**src/rtl/rc_servo_core_n_pkg.sv**
```systemverilog
// rtl/rc_servo_core_n_pkg.sv - shared constants and width helpers for the N-channel servo core
//
// Purpose: default timing constants, the centre-position function and the
//          counter width helpers used by rc_servo_core_n and rc_servo_chan.
// Ports:   none (package).
package rc_servo_pkg;

   localparam int DEF_NUM_CH       = 2;
   localparam int DEF_TICK_DIV     = 50;
   localparam int DEF_PERIOD_US    = 20000;
   localparam int DEF_PULSE_MIN_US = 1000;
   localparam int DEF_PULSE_MAX_US = 2000;
   localparam int DEF_STEP_US      = 4;
   localparam int DEF_SYNC_STAGES  = 2;

   // Reset position, midway between the endpoints (integer floor).
   function automatic int center(input int pulse_min, input int pulse_max);
      return (pulse_min + pulse_max) / 2;
   endfunction

   // Width of the frame counter (0..period-1).
   function automatic int frame_w(input int period);
      return (period > 1) ? $clog2(period) : 1;
   endfunction

   // Width of a position register holding up to pulse_max.
   function automatic int pos_w(input int pulse_max);
      return $clog2(pulse_max + 1);
   endfunction

   // Width of the vote accumulator, which must hold a full frame of samples.
   function automatic int vote_w(input int period);
      return $clog2(period + 1);
   endfunction

   // Width of the clk-to-tick prescaler.
   function automatic int tick_w(input int tick_div);
      return (tick_div > 1) ? $clog2(tick_div) : 1;
   endfunction

endpackage

```
**src/rtl/rc_servo_core_n_if.sv**
```systemverilog
// rtl/rc_servo_core_n_if.sv - comparator/enable/PWM bundle between the servo core and its host
//
// Purpose: groups the per-channel comparator inputs, enables and PWM outputs
//          together with the frame marker.
// Ports:   comp_async_i [NUM_CH] asynchronous comparator inputs
//          ch_en_i      [NUM_CH] channel enables (taken at frame boundary)
//          pwm_o        [NUM_CH] registered servo PWM outputs
//          frame_o               one-clk frame-start pulse
// Modports: master = host side (drives comparators/enables), slave = core side.
interface rc_servo_core_n_if #(
   parameter int NUM_CH = 2
);
   logic [NUM_CH-1:0] comp_async_i;
   logic [NUM_CH-1:0] ch_en_i;
   logic [NUM_CH-1:0] pwm_o;
   logic              frame_o;

   modport master (
      output comp_async_i,
      output ch_en_i,
      input  pwm_o,
      input  frame_o
   );

   modport slave (
      input  comp_async_i,
      input  ch_en_i,
      output pwm_o,
      output frame_o
   );
endinterface

```
**src/rtl/rc_servo_core_n_chan.sv**
```systemverilog
// rtl/rc_servo_core_n_chan.sv - one servo channel: synchroniser, frame vote, position and PWM
//
// Purpose: tracks one asynchronous comparator input. A majority vote over each
//          frame steps the pulse width up or down by STEP_US (saturating, with
//          hold on an exact tie) and a registered PWM output is produced.
// Ports:   clk_i, reset_i   clock and synchronous active-high reset
//          tick             one-clk strobe per microsecond tick
//          boundary         tick that wraps the frame counter
//          frame_cnt        current tick index within the frame
//          comp_async       asynchronous comparator input
//          ch_en            channel enable request
//          pwm              registered PWM output
module rc_servo_chan
   import rc_servo_pkg::*;
#(
   parameter int PERIOD_US    = DEF_PERIOD_US,
   parameter int PULSE_MIN_US = DEF_PULSE_MIN_US,
   parameter int PULSE_MAX_US = DEF_PULSE_MAX_US,
   parameter int STEP_US      = DEF_STEP_US,
   parameter int SYNC_STAGES  = DEF_SYNC_STAGES,
   parameter int FRAME_W      = frame_w(DEF_PERIOD_US),
   parameter int POS_W        = pos_w(DEF_PULSE_MAX_US),
   parameter int VOTE_W       = vote_w(DEF_PERIOD_US)
) (
   input  logic               clk_i,
   input  logic               reset_i,
   input  logic               tick,
   input  logic               boundary,
   input  logic [FRAME_W-1:0] frame_cnt,
   input  logic               comp_async,
   input  logic               ch_en,
   output logic               pwm
);

   localparam int CMP_W = (FRAME_W > POS_W) ? FRAME_W : POS_W;

   localparam logic [POS_W-1:0] POS_CENTER = POS_W'(center(PULSE_MIN_US, PULSE_MAX_US));
   localparam logic [POS_W-1:0] POS_MIN    = POS_W'(PULSE_MIN_US);
   localparam logic [POS_W-1:0] POS_MAX    = POS_W'(PULSE_MAX_US);
   localparam logic [POS_W-1:0] POS_STEP   = POS_W'(STEP_US);
   // Position arithmetic is one bit wider so pos+STEP never wraps before clamping.
   localparam logic [POS_W:0]   MIN_X      = (POS_W+1)'(PULSE_MIN_US);
   localparam logic [POS_W:0]   MAX_X      = (POS_W+1)'(PULSE_MAX_US);
   localparam logic [POS_W:0]   STEP_X     = (POS_W+1)'(STEP_US);
   localparam logic [VOTE_W:0]  PERIOD_X   = (VOTE_W+1)'(PERIOD_US);

   logic [SYNC_STAGES-1:0] sync_q;
   logic                   comp_s;
   logic [VOTE_W-1:0]      hi_cnt, hi_nxt, total;
   logic [POS_W-1:0]       pos, pos_nxt, pos_up_sat, pos_dn_sat;
   logic [POS_W:0]         pos_up;
   logic [VOTE_W:0]        twice_total;
   logic                   en_act, en_nxt;
   logic [FRAME_W-1:0]     frame_nxt;
   logic [CMP_W-1:0]       frame_cmp, pos_cmp;

   assign comp_s      = sync_q[SYNC_STAGES-1];
   assign total       = hi_cnt + VOTE_W'(comp_s);
   assign twice_total = {total, 1'b0};

   assign pos_up     = {1'b0, pos} + STEP_X;
   assign pos_up_sat = (pos_up > MAX_X) ? POS_MAX : pos_up[POS_W-1:0];
   assign pos_dn_sat = ({1'b0, pos} < (MIN_X + STEP_X)) ? POS_MIN : (pos - POS_STEP);

   // Frame index for the coming cycle; the PWM register is driven from the
   // next-state values so the pulse rises in the same cycle as frame_o.
   assign frame_nxt = boundary ? '0 : (tick ? frame_cnt + FRAME_W'(1) : frame_cnt);

   always_comb begin
      hi_nxt  = hi_cnt;
      pos_nxt = pos;
      en_nxt  = en_act;
      if (tick) begin
         if (boundary) begin
            hi_nxt = '0;
            en_nxt = ch_en;
            if (en_act) begin
               if (twice_total > PERIOD_X) begin
                  pos_nxt = pos_up_sat;
               end else if (twice_total < PERIOD_X) begin
                  pos_nxt = pos_dn_sat;
               end
            end
         end else begin
            hi_nxt = total;
         end
      end
   end

   assign frame_cmp = CMP_W'(frame_nxt);
   assign pos_cmp   = CMP_W'(pos_nxt);

   always_ff @(posedge clk_i) begin
      if (reset_i) begin
         sync_q <= '0;
         hi_cnt <= '0;
         pos    <= POS_CENTER;
         en_act <= 1'b0;
         pwm    <= 1'b0;
      end else begin
         sync_q <= {sync_q[SYNC_STAGES-2:0], comp_async};
         hi_cnt <= hi_nxt;
         pos    <= pos_nxt;
         en_act <= en_nxt;
         pwm    <= en_nxt && (frame_cmp < pos_cmp);
      end
   end

endmodule

```
**src/rtl/rc_servo_core_n.sv**
```systemverilog
// rtl/rc_servo_core_n.sv - N-channel RC-servo tracking core with shared microsecond timebase
//
// Purpose: divides clk down to a microsecond tick, counts ticks into frames of
//          PERIOD_US, emits a one-clk frame_o pulse at each frame start and
//          drives NUM_CH independent rc_servo_chan instances.
// Ports:   clk_i    system clock
//          reset_i  synchronous active-high reset
//          bus      rc_servo_core_n_if slave: comp_async_i, ch_en_i in;
//                   pwm_o, frame_o out
module rc_servo_core_n
   import rc_servo_pkg::*;
#(
   parameter int NUM_CH       = DEF_NUM_CH,
   parameter int TICK_DIV     = DEF_TICK_DIV,
   parameter int PERIOD_US    = DEF_PERIOD_US,
   parameter int PULSE_MIN_US = DEF_PULSE_MIN_US,
   parameter int PULSE_MAX_US = DEF_PULSE_MAX_US,
   parameter int STEP_US      = DEF_STEP_US,
   parameter int SYNC_STAGES  = DEF_SYNC_STAGES
) (
   input  logic         clk_i,
   input  logic         reset_i,
   rc_servo_core_n_if.slave bus
);

   localparam int TICK_W  = tick_w(TICK_DIV);
   localparam int FRAME_W = frame_w(PERIOD_US);
   localparam int POS_W   = pos_w(PULSE_MAX_US);
   localparam int VOTE_W  = vote_w(PERIOD_US);

   localparam logic [TICK_W-1:0]  TICK_LAST  = TICK_W'(TICK_DIV - 1);
   localparam logic [FRAME_W-1:0] FRAME_LAST = FRAME_W'(PERIOD_US - 1);

   logic [TICK_W-1:0]  tick_cnt;
   logic [FRAME_W-1:0] frame_cnt;
   logic               tick;
   logic               boundary;
   logic               frame_q;
   logic [NUM_CH-1:0]  pwm;

   assign tick     = (tick_cnt == TICK_LAST);
   assign boundary = tick && (frame_cnt == FRAME_LAST);

   always_ff @(posedge clk_i) begin
      if (reset_i) begin
         tick_cnt  <= '0;
         frame_cnt <= '0;
         frame_q   <= 1'b0;
      end else begin
         tick_cnt <= tick ? '0 : tick_cnt + TICK_W'(1);
         if (tick) begin
            frame_cnt <= boundary ? '0 : frame_cnt + FRAME_W'(1);
         end
         frame_q <= boundary;
      end
   end

   for (genvar i = 0; i < NUM_CH; i++) begin : g_chan
      rc_servo_chan #(
         .PERIOD_US   (PERIOD_US),
         .PULSE_MIN_US(PULSE_MIN_US),
         .PULSE_MAX_US(PULSE_MAX_US),
         .STEP_US     (STEP_US),
         .SYNC_STAGES (SYNC_STAGES),
         .FRAME_W     (FRAME_W),
         .POS_W       (POS_W),
         .VOTE_W      (VOTE_W)
      ) u_chan (
         .clk_i     (clk_i),
         .reset_i   (reset_i),
         .tick      (tick),
         .boundary  (boundary),
         .frame_cnt (frame_cnt),
         .comp_async(bus.comp_async_i[i]),
         .ch_en     (bus.ch_en_i[i]),
         .pwm       (pwm[i])
      );
   end

   assign bus.pwm_o   = pwm;
   assign bus.frame_o = frame_q;

endmodule
```
**src/flat_wrapper.sv**
```systemverilog
// flat-port wrapper written by rule: the top's interface ports become plain ports
module rc_servo_core_n_flat import rc_servo_pkg::*;
#(
   parameter int NUM_CH       = DEF_NUM_CH,
   parameter int TICK_DIV     = DEF_TICK_DIV,
   parameter int PERIOD_US    = DEF_PERIOD_US,
   parameter int PULSE_MIN_US = DEF_PULSE_MIN_US,
   parameter int PULSE_MAX_US = DEF_PULSE_MAX_US,
   parameter int STEP_US      = DEF_STEP_US,
   parameter int SYNC_STAGES  = DEF_SYNC_STAGES
)
  (clk_i, reset_i, bus_comp_async_i, bus_ch_en_i, bus_pwm_o, bus_frame_o);
  rc_servo_core_n_if #(.NUM_CH(NUM_CH)) bus_i ();
  input  logic clk_i;
  input  logic reset_i;
  input wire logic [$bits(bus_i.comp_async_i)-1:0] bus_comp_async_i;
  input wire logic [$bits(bus_i.ch_en_i)-1:0] bus_ch_en_i;
  output wire logic [$bits(bus_i.pwm_o)-1:0] bus_pwm_o;
  output wire logic [$bits(bus_i.frame_o)-1:0] bus_frame_o;
  assign bus_i.comp_async_i = bus_comp_async_i;
  assign bus_i.ch_en_i = bus_ch_en_i;
  assign bus_pwm_o = bus_i.pwm_o;
  assign bus_frame_o = bus_i.frame_o;
  rc_servo_core_n #(.NUM_CH(NUM_CH), .TICK_DIV(TICK_DIV), .PERIOD_US(PERIOD_US), .PULSE_MIN_US(PULSE_MIN_US), .PULSE_MAX_US(PULSE_MAX_US), .STEP_US(STEP_US), .SYNC_STAGES(SYNC_STAGES)) u_core (.clk_i(clk_i), .reset_i(reset_i), .bus(bus_i));
endmodule
```
**config.mk**
```make
export PLATFORM = sky130hd
export DESIGN_NAME = rc_servo_core_n_flat
export DESIGN_NICKNAME = d
export VERILOG_FILES = /design/src/rtl/rc_servo_core_n_pkg.sv /design/src/rtl/rc_servo_core_n_if.sv /design/src/rtl/rc_servo_core_n_chan.sv /design/src/rtl/rc_servo_core_n.sv /design/src/flat_wrapper.sv
export SDC_FILE = /design/constraint.sdc
export NUM_CORES = 1
export LEC_CHECK = 0
export CORE_UTILIZATION = 30
export DETAILED_ROUTE_END_ITERATION = 16
export PLACE_DENSITY = 0.5
export SKIP_LAST_GASP = 1
export SYNTH_ARGS = -nofsm -noshare
export SYNTH_HDL_FRONTEND = slang
export SYNTH_SLANG_ARGS = --single-unit
```
**constraint.sdc**
```tcl
create_clock -name clk_i -period 8.29 [get_ports clk_i]
set_input_delay 1.2435 -clock clk_i [delete_from_list [all_inputs] [get_ports clk_i]]
set_output_delay 1.2435 -clock clk_i [all_outputs]
set_load 0.1 [all_outputs]
```
==> results.sh, run 1 <==
export IMPL_outcome="finished, final reports clean"
export IMPL_die_y_um=143
export IMPL_synth_nets=826
export IMPL_synthArstFlopShare_pct=0
export IMPL_netlist_area_mm2=0.00593
export IMPL_vias=5519
export IMPL_die_w_um=143
export IMPL_hold_class="reg2reg"
export IMPL_rsz0062_at_grt="false"
export IMPL_final_layout_size_suffix_gt1_share_pct=5.28
export IMPL_vdd_ir_drop_worst_v=0.0000950
export IMPL_place_hpwl_um=11000
export IMPL_synthTopCellsByCount="85 x nand2_1, 82 x dfxtp_1, 74 x nor2_1"
export IMPL_die_area_mm2=0.0203
export IMPL_crit_buf_inv=0
export IMPL_syn2layout_area_growth_pct=8.28
export IMPL_cts_max_level=3
export IMPL_ys_ff_latch=82
export IMPL_path_class="reg2reg"
export IMPL_io_buffers=8
export IMPL_worst_ep_arrival_time_ns=5.15
export IMPL_finalHoldViolCount=0
export IMPL_clkTransAtPathRegs_ns=0.06
export IMPL_final_nets=793
export IMPL_ys_flop_type="dfxtp_1"
export IMPL_leakagePower_nw=2.41
export IMPL_synth_edf_count=0
export IMPL_clock_skew_ns=0.00934
export IMPL_core_area_mm2=0.0194
export IMPL_grt_pass1_wl_um=25900
export IMPL_ys_seq_area_share_pct=27.7
export IMPL_synth_top_area_share_pct=27.7
export IMPL_crit_fanout=10
export IMPL_insertion_delay_ns=0.35
export IMPL_end_kind="flip-flop"
export IMPL_start_kind="flip-flop"
export IMPL_p_per_area_mw_per_mm2=131
export IMPL_cts_hold_fix_buffers=0
export IMPL_initial_core_util_pct=30.5
export IMPL_drc=0
export IMPL_postCtsSetupBuffers=0
export IMPL_crit_top_cell="ha_1"
export IMPL_grt_max_degree=32
export IMPL_io_pins=9
export IMPL_r2r_slack_ns=3.40
export IMPL_setup_tns_ns=0
export IMPL_cts_max_path_buffers=2
export IMPL_fillCellCount=2131
export IMPL_clockRootBuffer="clkbuf_16"
export IMPL_cpPeakStageDelay_ns=0.48
export IMPL_placed_cells=1008
export IMPL_slew_viol_final=0
export IMPL_ys_types=72
export IMPL_synth_avg_cell_area_um2=7.53
export IMPL_synth_top_cells_by_area="dfxtp_1 28%, ha_1 7.0%, nand2_1 5.4%"
export IMPL_critPathSlowestCell="or4_1"
export IMPL_hold_ws_ns=0.454
export IMPL_first_iter_violations=365
export IMPL_cts_num_sinks=82
export IMPL_worst_pin_slew_ns=1.09
export IMPL_cp_cell_sequence="ha_1, ha_1, and4_1, nand4_4, nor4b_1, o31a_1, nand4_1, o211ai_2, nor2_1, and4_1, or4_1, ha_1, a21o_1, a21o_1, a221oi_1, o2111ai_1, a41oi_1"
export IMPL_ant_nets=0
export IMPL_vias_per_cell=5.39
export IMPL_drt_wirelength_per_cell_um=15.3
export IMPL_slew_headroom_pct=27.0
export IMPL_syn_inst=787
export IMPL_final_cells=1023
export IMPL_drv_cap=0
export IMPL_min_period_ns=4.89
export IMPL_cp_top_family="simple AND/OR/NAND/NOR gates"
export IMPL_antenna_found_initial=0
export IMPL_synth_most_common_cell="nand2_1"
export IMPL_setup_viol=0
export IMPL_cts_tree="built"
export IMPL_grt_total_usage_pct=16.1
export IMPL_finalCritPeriodShare_pct=58.9
export IMPL_yosysWarnings=0
export IMPL_totalWireLength_um=15600
export IMPL_cts_made_buffers=9
export IMPL_synth_top_cell_by_area="dfxtp_1"
export IMPL_grt_remaining_overflow=0
export IMPL_cts_resized=0
export IMPL_drt_pass1_iterations=7
export IMPL_diodes=0
export IMPL_worstPathRequired_ns=8.55
export IMPL_rows=51
export IMPL_gp_congestion=0.827
export IMPL_grt_pass1_vias=4936
export IMPL_max_freq_ghz=0.205
## final timing paths
| path | from | endpoint | cells past startpoint |
|---|---|---|---|
| max | u_core.g_chan[1].u_chan.hi_cnt[0] | u_core.g_chan[1].u_chan.pwm | 17 |
| min | u_core.g_chan[1].u_chan.sync_q[0] | u_core.g_chan[1].u_chan.sync_q[1] | 1 |
| max reg2reg | u_core.g_chan[1].u_chan.hi_cnt[0] | u_core.g_chan[1].u_chan.pwm | 17 |
| min reg2reg | u_core.g_chan[1].u_chan.sync_q[0] | u_core.g_chan[1].u_chan.sync_q[1] | 1 |
## stage by stage
step	setup WS, ns	utilization (%)	power (mW)	instance area (µm²)
after floorplan	4.04	-	0.430	5930
after global placement	3.63	31.6	0.441	6120
after global routing	2.93	33.1	0.873	6420
final	3.40	33.1	0.842	6420
after detailed placement	3.48	31.6	0.441	6120
after CTS	3.43	33.1	0.856	6420
## flip-flops by register name, indices dropped and copies added (netlist names)
signal	count
u_core.g_chan.u_chan.sync_q	4
u_core.g_chan.u_chan.pwm	2
u_core.g_chan.u_chan.en_act	2
u_core.frame_cnt	15
u_core.tick_cnt	6
u_core.g_chan.u_chan.hi_cnt	30
u_core.g_chan.u_chan.pos	22
u_core.bus.frame_o	1
## logic make-up after synthesis
| logic type | share of synthesized area [%] |
|---|---|
| compound gates | 22.7 |
| xor+xnor | 4.29 |
| fa+ha+maj | 6.97 |
| buf+inv | 5.07 |
| flops | 27.7 |
| mux | 1.25 |
| simple gates | 32.1 |
## where the power goes
group	total, mW	switching (mW)	internal [mW]	leakage [nW]
logic	0.0281	0.0170	0.0110	1.60
registers	0.403	0.00604	0.397	0.663
clock network	0.410	0.171	0.240	0.148
## layout by cell type, fill, tap and decap left out, types with 10 or more instances in the layout
master,Yosys,final
a21o_1,19,19
a21oi_1,34,34
a31oi_1,14,14
and2_1,14,14
and3_1,14,14
dfxtp_1,82,82
ha_1,33,33
inv_1,15,15
nand2_1,85,85
nand3_1,41,41
nand4_1,30,30
nor2_1,74,74
nor2b_1,10,10
nor3_1,23,23
o21ai_0,59,59
o31ai_1,12,12
or3_1,14,14
xnor2_1,20,20
## routing by layer
metal / share of wire, % / global-route usage [%]
met4: 1.1 / 6.00
met2: 44 / 24.7
met5: 0 / 0
met1: 52 / 22.5
met3: 2.4 / 2.32
## cell type report
class | instances | area [µm²] | area share (%)
Sequential cell | 82 | 1640 | 25.6
Tap cell | 265 | 332 | 5.17
Timing Repair Buffer | 12 | 110 | 1.72
Clock buffer | 10 | 239 | 3.72
Multi-Input combinational cell | 634 | 3980 | 62.1
Inverter | 15 | 56.3 | 0.878
Clock inverter | 5 | 53.8 | 0.839
No activity file was read; power rests on OpenSTA's default activity.
==> run 2: changes to the inputs <==
PLACE_DENSITY = 0.52   (was 0.5)
clock period = 4.3 ns   (was 8.29 ns; I/O delays follow)
==> run 2 against run 1 <==
  * Fmax up 22%
  * Utilization up 1.6 points
  * Hold slack worse by 0.013 ns
  * Wire length up 0.73%
  * Cell count up 3.4%
  * Critical endpoint unchanged
  * Largest power group unchanged
  * Critical path depth unchanged
  * Clock skew down 0.0036 ns
  * Largest cell class unchanged
  * Cell area up 4.9%
  * Flip-flop and latch count unchanged
==> results.sh, run 2 (synthesis gave the netlist of run 1 again) <==
export IMPL_vias_per_cell=5.37
export IMPL_cts_made_buffers=9
export IMPL_crit_top_cell="ha_1"
export IMPL_io_buffers=8
export IMPL_cts_tree="built"
export IMPL_worst_ep_arrival_time_ns=4.29
export IMPL_cpPeakStageDelay_ns=0.48
export IMPL_largest_register="u_core.g_chan.u_chan.hi_cnt"
export IMPL_vdd_ir_drop_worst_v=0.000199
export IMPL_totalWireLength_um=15700
export IMPL_cts_num_sinks=82
export IMPL_largest_register_ffs=30
export IMPL_setup_slack_ns=0.280
export IMPL_final_layout_size_suffix_gt1_share_pct=10.5
export IMPL_min_period_ns=4.02
export IMPL_fillCellCount=2092
export IMPL_finalHoldViolCount=0
export IMPL_grt_pass1_wl_um=26200
export IMPL_antenna_found_initial=0
export IMPL_start_kind="flip-flop"
export IMPL_grt_total_usage_pct=16.2
export IMPL_leakagePower_nw=2.61
export IMPL_first_iter_violations=447
export IMPL_end_kind="flip-flop"
export IMPL_syn2layout_area_growth_pct=13.6
export IMPL_worst_pin_slew_ns=0.972
export IMPL_clockRootBuffer="clkbuf_16"
export IMPL_critPathSlowestCell="or4_4"
export IMPL_place_hpwl_um=11300
export IMPL_clkTransAtPathRegs_ns=0.06
export IMPL_insertion_delay_ns=0.35
export IMPL_grt_pass1_vias=5185
export IMPL_layout_cells_most_common="nand2_1"
export IMPL_cts_hold_fix_buffers=0
export IMPL_rsz0062_at_grt="false"
export IMPL_startpoint="u_core.g_chan[1].u_chan.hi_cnt[0]"
export IMPL_multi_input_area_mm2=0.00403
export IMPL_slew_headroom_pct=35.0
export IMPL_die_w_um=143
export IMPL_cts_max_level=3
export IMPL_grt_remaining_overflow=0
export IMPL_regArea_mm2=0.00164
export IMPL_crit_buf_inv=0
export IMPL_pre_cts_ws_ns=0.119
export IMPL_grt_max_degree=31
export IMPL_ant_nets=0
export IMPL_cts_max_path_buffers=2
export IMPL_finalCritPeriodShare_pct=93.5
export IMPL_die_area_mm2=0.0203
export IMPL_setup_viol=0
export IMPL_io_pins=9
export IMPL_clock_skew_ns=0.00575
export IMPL_slew_viol_final=0
export IMPL_worstHoldStart="u_core.g_chan[0].u_chan.sync_q[0]"
export IMPL_drt_pass1_iterations=5
export IMPL_core_area_mm2=0.0194
export IMPL_crit_cells=17
export IMPL_die_y_um=143
export IMPL_diodes=0
export IMPL_p_per_area_mw_per_mm2=241
export IMPL_drc=0
export IMPL_worstPathRequired_ns=4.57
export IMPL_drt_wirelength_per_cell_um=14.9
export IMPL_outcome="finished, final reports clean"
export IMPL_reg_top3="u_core.g_chan.u_chan.hi_cnt x30, u_core.g_chan.u_chan.pos x22, u_core.frame_cnt x15"
export IMPL_reg2regPathDepth=17
export IMPL_path_class="reg2reg"
export IMPL_gp_congestion=0.828
export IMPL_crit_fanout=7
export IMPL_min_path_cells=1
export IMPL_drv_cap=0
export IMPL_hold_class="reg2reg"
export IMPL_postCtsSetupBuffers=0
export IMPL_final_nets=829
export IMPL_r2r_start="u_core.g_chan[1].u_chan.hi_cnt[0]"
export IMPL_cp_top_family="simple AND/OR/NAND/NOR gates"
export IMPL_cp_cell_sequence="ha_1, ha_1, and4_4, nand4_4, nor3b_1, o31a_1, and4_4, o211ai_2, nor2_1, and4_1, or4_4, ha_1, a21o_1, a21o_1, a221oi_2, o2111ai_1, a41oi_1"
export IMPL_rows=51
export IMPL_max_freq_ghz=0.249
export IMPL_final_cell_mix="85 x nand2_1, 82 x dfxtp_1, 74 x nor2_1"
export IMPL_setup_tns_ns=0
export IMPL_initial_core_util_pct=30.5
export IMPL_vias=5683
-- run 2: final timing paths --
kind	endpoint	slack [ns]
hold / removal	u_core.g_chan[0].u_chan.sync_q[1]	0.44
hold reg to reg	u_core.g_chan[0].u_chan.sync_q[1]	0.44
setup reg to reg	u_core.g_chan[1].u_chan.pwm	0.28
setup / recovery	u_core.g_chan[1].u_chan.pwm	0.28
-- run 2: layout make-up --
class | instances | area share (%)
clock buffers | 11 | 3.75
flip-flops and latches | 82 | 24.4
clock inverters | 3 | 0.595
inverters | 15 | 0.836
multi-input cells | 634 | 59.9
repair buffers | 48 | 5.65
well taps | 265 | 4.93
-- run 2: repair_timing --
action | CTS | global route
resized for setup | 0 | 10
endpoints found under the hold margin | 0 | 0
endpoints found under the setup margin | 0 | 2
-- run 2: per-stage QoR --
step	hold slack [ns]	util, %	instance area, µm²	total power, mW	instances
after global placement	0.418	33.0	6390	0.851	1044
after floorplan	0.414	-	5930	0.829	787
final	0.442	34.7	6730	1.62	1058
after detailed placement	0.432	33.0	6390	0.851	1044
after CTS	0.447	34.5	6690	1.65	1058
after global routing	0.472	34.7	6730	1.69	1058
-- run 2: report_power, final --
part	switching (mW)	internal (mW)	total [mW]
clock network	0.316	0.473	0.789
logic	0.0353	0.0229	0.0582
registers	0.00871	0.766	0.775
total	0.360	1.26	1.62
-- run 2: metal layers --
metal	up-vias	global-route usage (%)	share of wire (%)
li1	2902	-	-
met1	2625	22.2	49
met2	133	25.5	45
met3	23	2.22	3.4
met4	0	6.79	2.0
met5	-	0	0
-- run 2: worst reg2reg max path: stages (launching register included) --
cell and delay, ns:
dfxtp_1 0.33, ha_1 0.16, ha_1 0.17, and4_4 0.29
nand4_4 0.13, nor3b_1 0.18, o31a_1 0.28, and4_4 0.21
o211ai_2 0.20, nor2_1 0.08, and4_1 0.21, or4_4 0.48
ha_1 0.30, a21o_1 0.17, a21o_1 0.18, a221oi_2 0.26
o2111ai_1 0.13, a41oi_1 0.17
==> run 3: changes to the inputs <==
CORE_ASPECT_RATIO = 1.2   (was unset)
==> run 3 against run 2 <==
  * Utilization up 0.10 points
  * Count of clock-buffer cells in the layout increased by 3
  * Cell area fell by 1.1%
  * Cell count is 1.4% lower
  * Clock power increased by 2%
  * Critical endpoint unchanged
  * Largest cell class unchanged
  * Highest routed layer unchanged
==> results.sh, run 3 (synthesis gave the netlist of run 1 again) <==
export IMPL_worstHoldStart="u_core.g_chan[0].u_chan.sync_q[0]"
export IMPL_cts_max_path_buffers=2
export IMPL_core_area_mm2=0.0191
export IMPL_cts_tree="built"
export IMPL_startpoint="u_core.g_chan[1].u_chan.hi_cnt[0]"
export IMPL_r2r_start="u_core.g_chan[1].u_chan.hi_cnt[0]"
export IMPL_final_layout_size_suffix_gt1_share_pct=9.15
export IMPL_power_frac_clock_pct=49.0
export IMPL_cp_top_family="simple AND/OR/NAND/NOR gates"
export IMPL_setup_tns_ns=0
export IMPL_seqPwrFrac_pct=47.3
export IMPL_path_class="reg2reg"
export IMPL_setup_slack_ns=0.198
export IMPL_place_hpwl_um=11600
export IMPL_drc=0
export IMPL_antenna_found_initial=0
export IMPL_first_iter_violations=470
export IMPL_grt_pass1_vias=5312
export IMPL_p_switching_uw=368
export IMPL_pre_cts_ws_ns=-0.00923
export IMPL_worst_pin_slew_ns=1.05
export IMPL_max_freq_ghz=0.244
export IMPL_grt_total_usage_pct=16.5
export IMPL_critPathSlowestCell="or4_1"
export IMPL_clkTransAtPathRegs_ns=0.06
export IMPL_end_kind="flip-flop"
export IMPL_clockRootBuffer="clkbuf_16"
export IMPL_rsz0062_at_grt="true"
export IMPL_cp_cell_sequence="ha_2, ha_1, and4_4, and3_1, a211oi_1, or2_2, nand4_1, o211ai_2, nor2_1, and4_1, or4_1, ha_1, a21o_1, a21o_1, a221oi_2, o2111ai_1, a41oi_1"
export IMPL_grt_remaining_overflow=0
export IMPL_cpPeakStageDelay_ns=0.49
export IMPL_drt_pass1_iterations=5
export IMPL_insertion_delay_ns=0.35
export IMPL_finalCritPeriodShare_pct=95.4
export IMPL_outcome="finished, final reports clean"
export IMPL_final_nets=821
export IMPL_reg_top3="u_core.g_chan.u_chan.hi_cnt x30, u_core.g_chan.u_chan.pos x22, u_core.frame_cnt x15"
export IMPL_io_buffers=8
export IMPL_finalHoldViolCount=0
export IMPL_initial_core_util_pct=31.0
export IMPL_clock_skew_ns=0.00767
export IMPL_start_kind="flip-flop"
export IMPL_hold_class="reg2reg"
export IMPL_crit_fanout=7
export IMPL_largest_register_ffs=30
export IMPL_p_per_area_mw_per_mm2=246
export IMPL_vdd_ir_drop_worst_v=0.000176
export IMPL_setup_viol=0
export IMPL_cts_made_buffers=9
export IMPL_vias=5672
export IMPL_io_pins=9
export IMPL_layout_cells_most_common="nand2_1"
export IMPL_vias_per_cell=5.44
export IMPL_p_comb_share_pct=3.6
export IMPL_fillCellCount=2089
export IMPL_ant_nets=0
export IMPL_die_w_um=130
export IMPL_cts_num_sinks=82
export IMPL_slew_viol_final=0
export IMPL_grt_max_degree=31
export IMPL_utilization_pct=34.8
export IMPL_slew_headroom_pct=29.8
export IMPL_hold_ws_ns=0.437
export IMPL_cellInternalPower_mw=1.27
export IMPL_crit_buf_inv=0
export IMPL_rows=55
export IMPL_drv_cap=0
export IMPL_gp_congestion=0.864
export IMPL_totalWireLength_um=15900
export IMPL_cts_max_level=3
export IMPL_final_cells=1043
export IMPL_min_period_ns=4.10
export IMPL_drt_wirelength_per_cell_um=15.3
export IMPL_syn2layout_area_growth_pct=12.4
export IMPL_worstPathRequired_ns=4.57
export IMPL_worst_ep_arrival_time_ns=4.37
export IMPL_swShare_pct=22.4
export IMPL_placed_cells=1026
export IMPL_die_y_um=156
export IMPL_grt_pass1_wl_um=26500
export IMPL_leakagePower_nw=2.56
export IMPL_die_area_mm2=0.0203
export IMPL_largest_register="u_core.g_chan.u_chan.hi_cnt"
export IMPL_final_cell_mix="85 x nand2_1, 82 x dfxtp_1, 74 x nor2_1"
export IMPL_diodes=0
-- run 3: area by class of cell --
type	instances	area, µm²	share of cell area, %
tap	256	320	4.81
inverter	15	56.3	0.846
clock buffer	14	264	3.97
clock inverter	2	35.0	0.526
sequential	82	1640	24.7
multi-input combinational	634	4020	60.4
timing repair buffer	40	320	4.81
-- run 3: what timing repair did --
action | in CTS | in global routing
pin swaps | 0 | 1
buffers inserted | 0 | 1
gates resized for setup | 1 | 7
hold buffers | 0 | 0
setup endpoints to repair | 1 | 2
-- run 3: routing by layer --
| metal | up-vias | share of wire [%] | track usage, % |
|---|---|---|---|
| li1 | 2885 | - | - |
| met1 | 2631 | 47 | 21.0 |
| met2 | 118 | 47 | 26.9 |
| met3 | 38 | 2.9 | 2.16 |
| met4 | 0 | 3.6 | 8.86 |
| met5 | - | 0 | 0 |
-- run 3: final timing paths --
| check | depth (start not counted) | end | slack [ns] |
|---|---|---|---|
| worst max-delay path | 17 | u_core.g_chan[1].u_chan.pwm | 0.20 |
| worst min-delay path | 1 | u_core.g_chan[0].u_chan.sync_q[1] | 0.44 |
| worst max register to register | 17 | u_core.g_chan[1].u_chan.pwm | 0.20 |
| worst min register to register | 1 | u_core.g_chan[0].u_chan.sync_q[1] | 0.44 |
-- run 3: metrics by stage --
step	power, mW	cell area (µm²)
finish	1.64	6660
global route	1.70	6660
CTS	1.67	6620
detailed placement	0.853	6310
global placement	0.854	6310
floorplan	0.829	5930
-- run 3: power by group through the flow --
| stage | Sequential [mW] | Combinational (mW) | Clock, mW |
|---|---|---|---|
| global placement | 0.792 | 0.0612 | 0 |
| finish | 0.776 | 0.0592 | 0.804 |
| detailed placement | 0.793 | 0.0604 | 0 |
| floorplan | 0.787 | 0.0421 | 0 |
| CTS | 0.775 | 0.0605 | 0.830 |
| global route | 0.776 | 0.0675 | 0.859 |
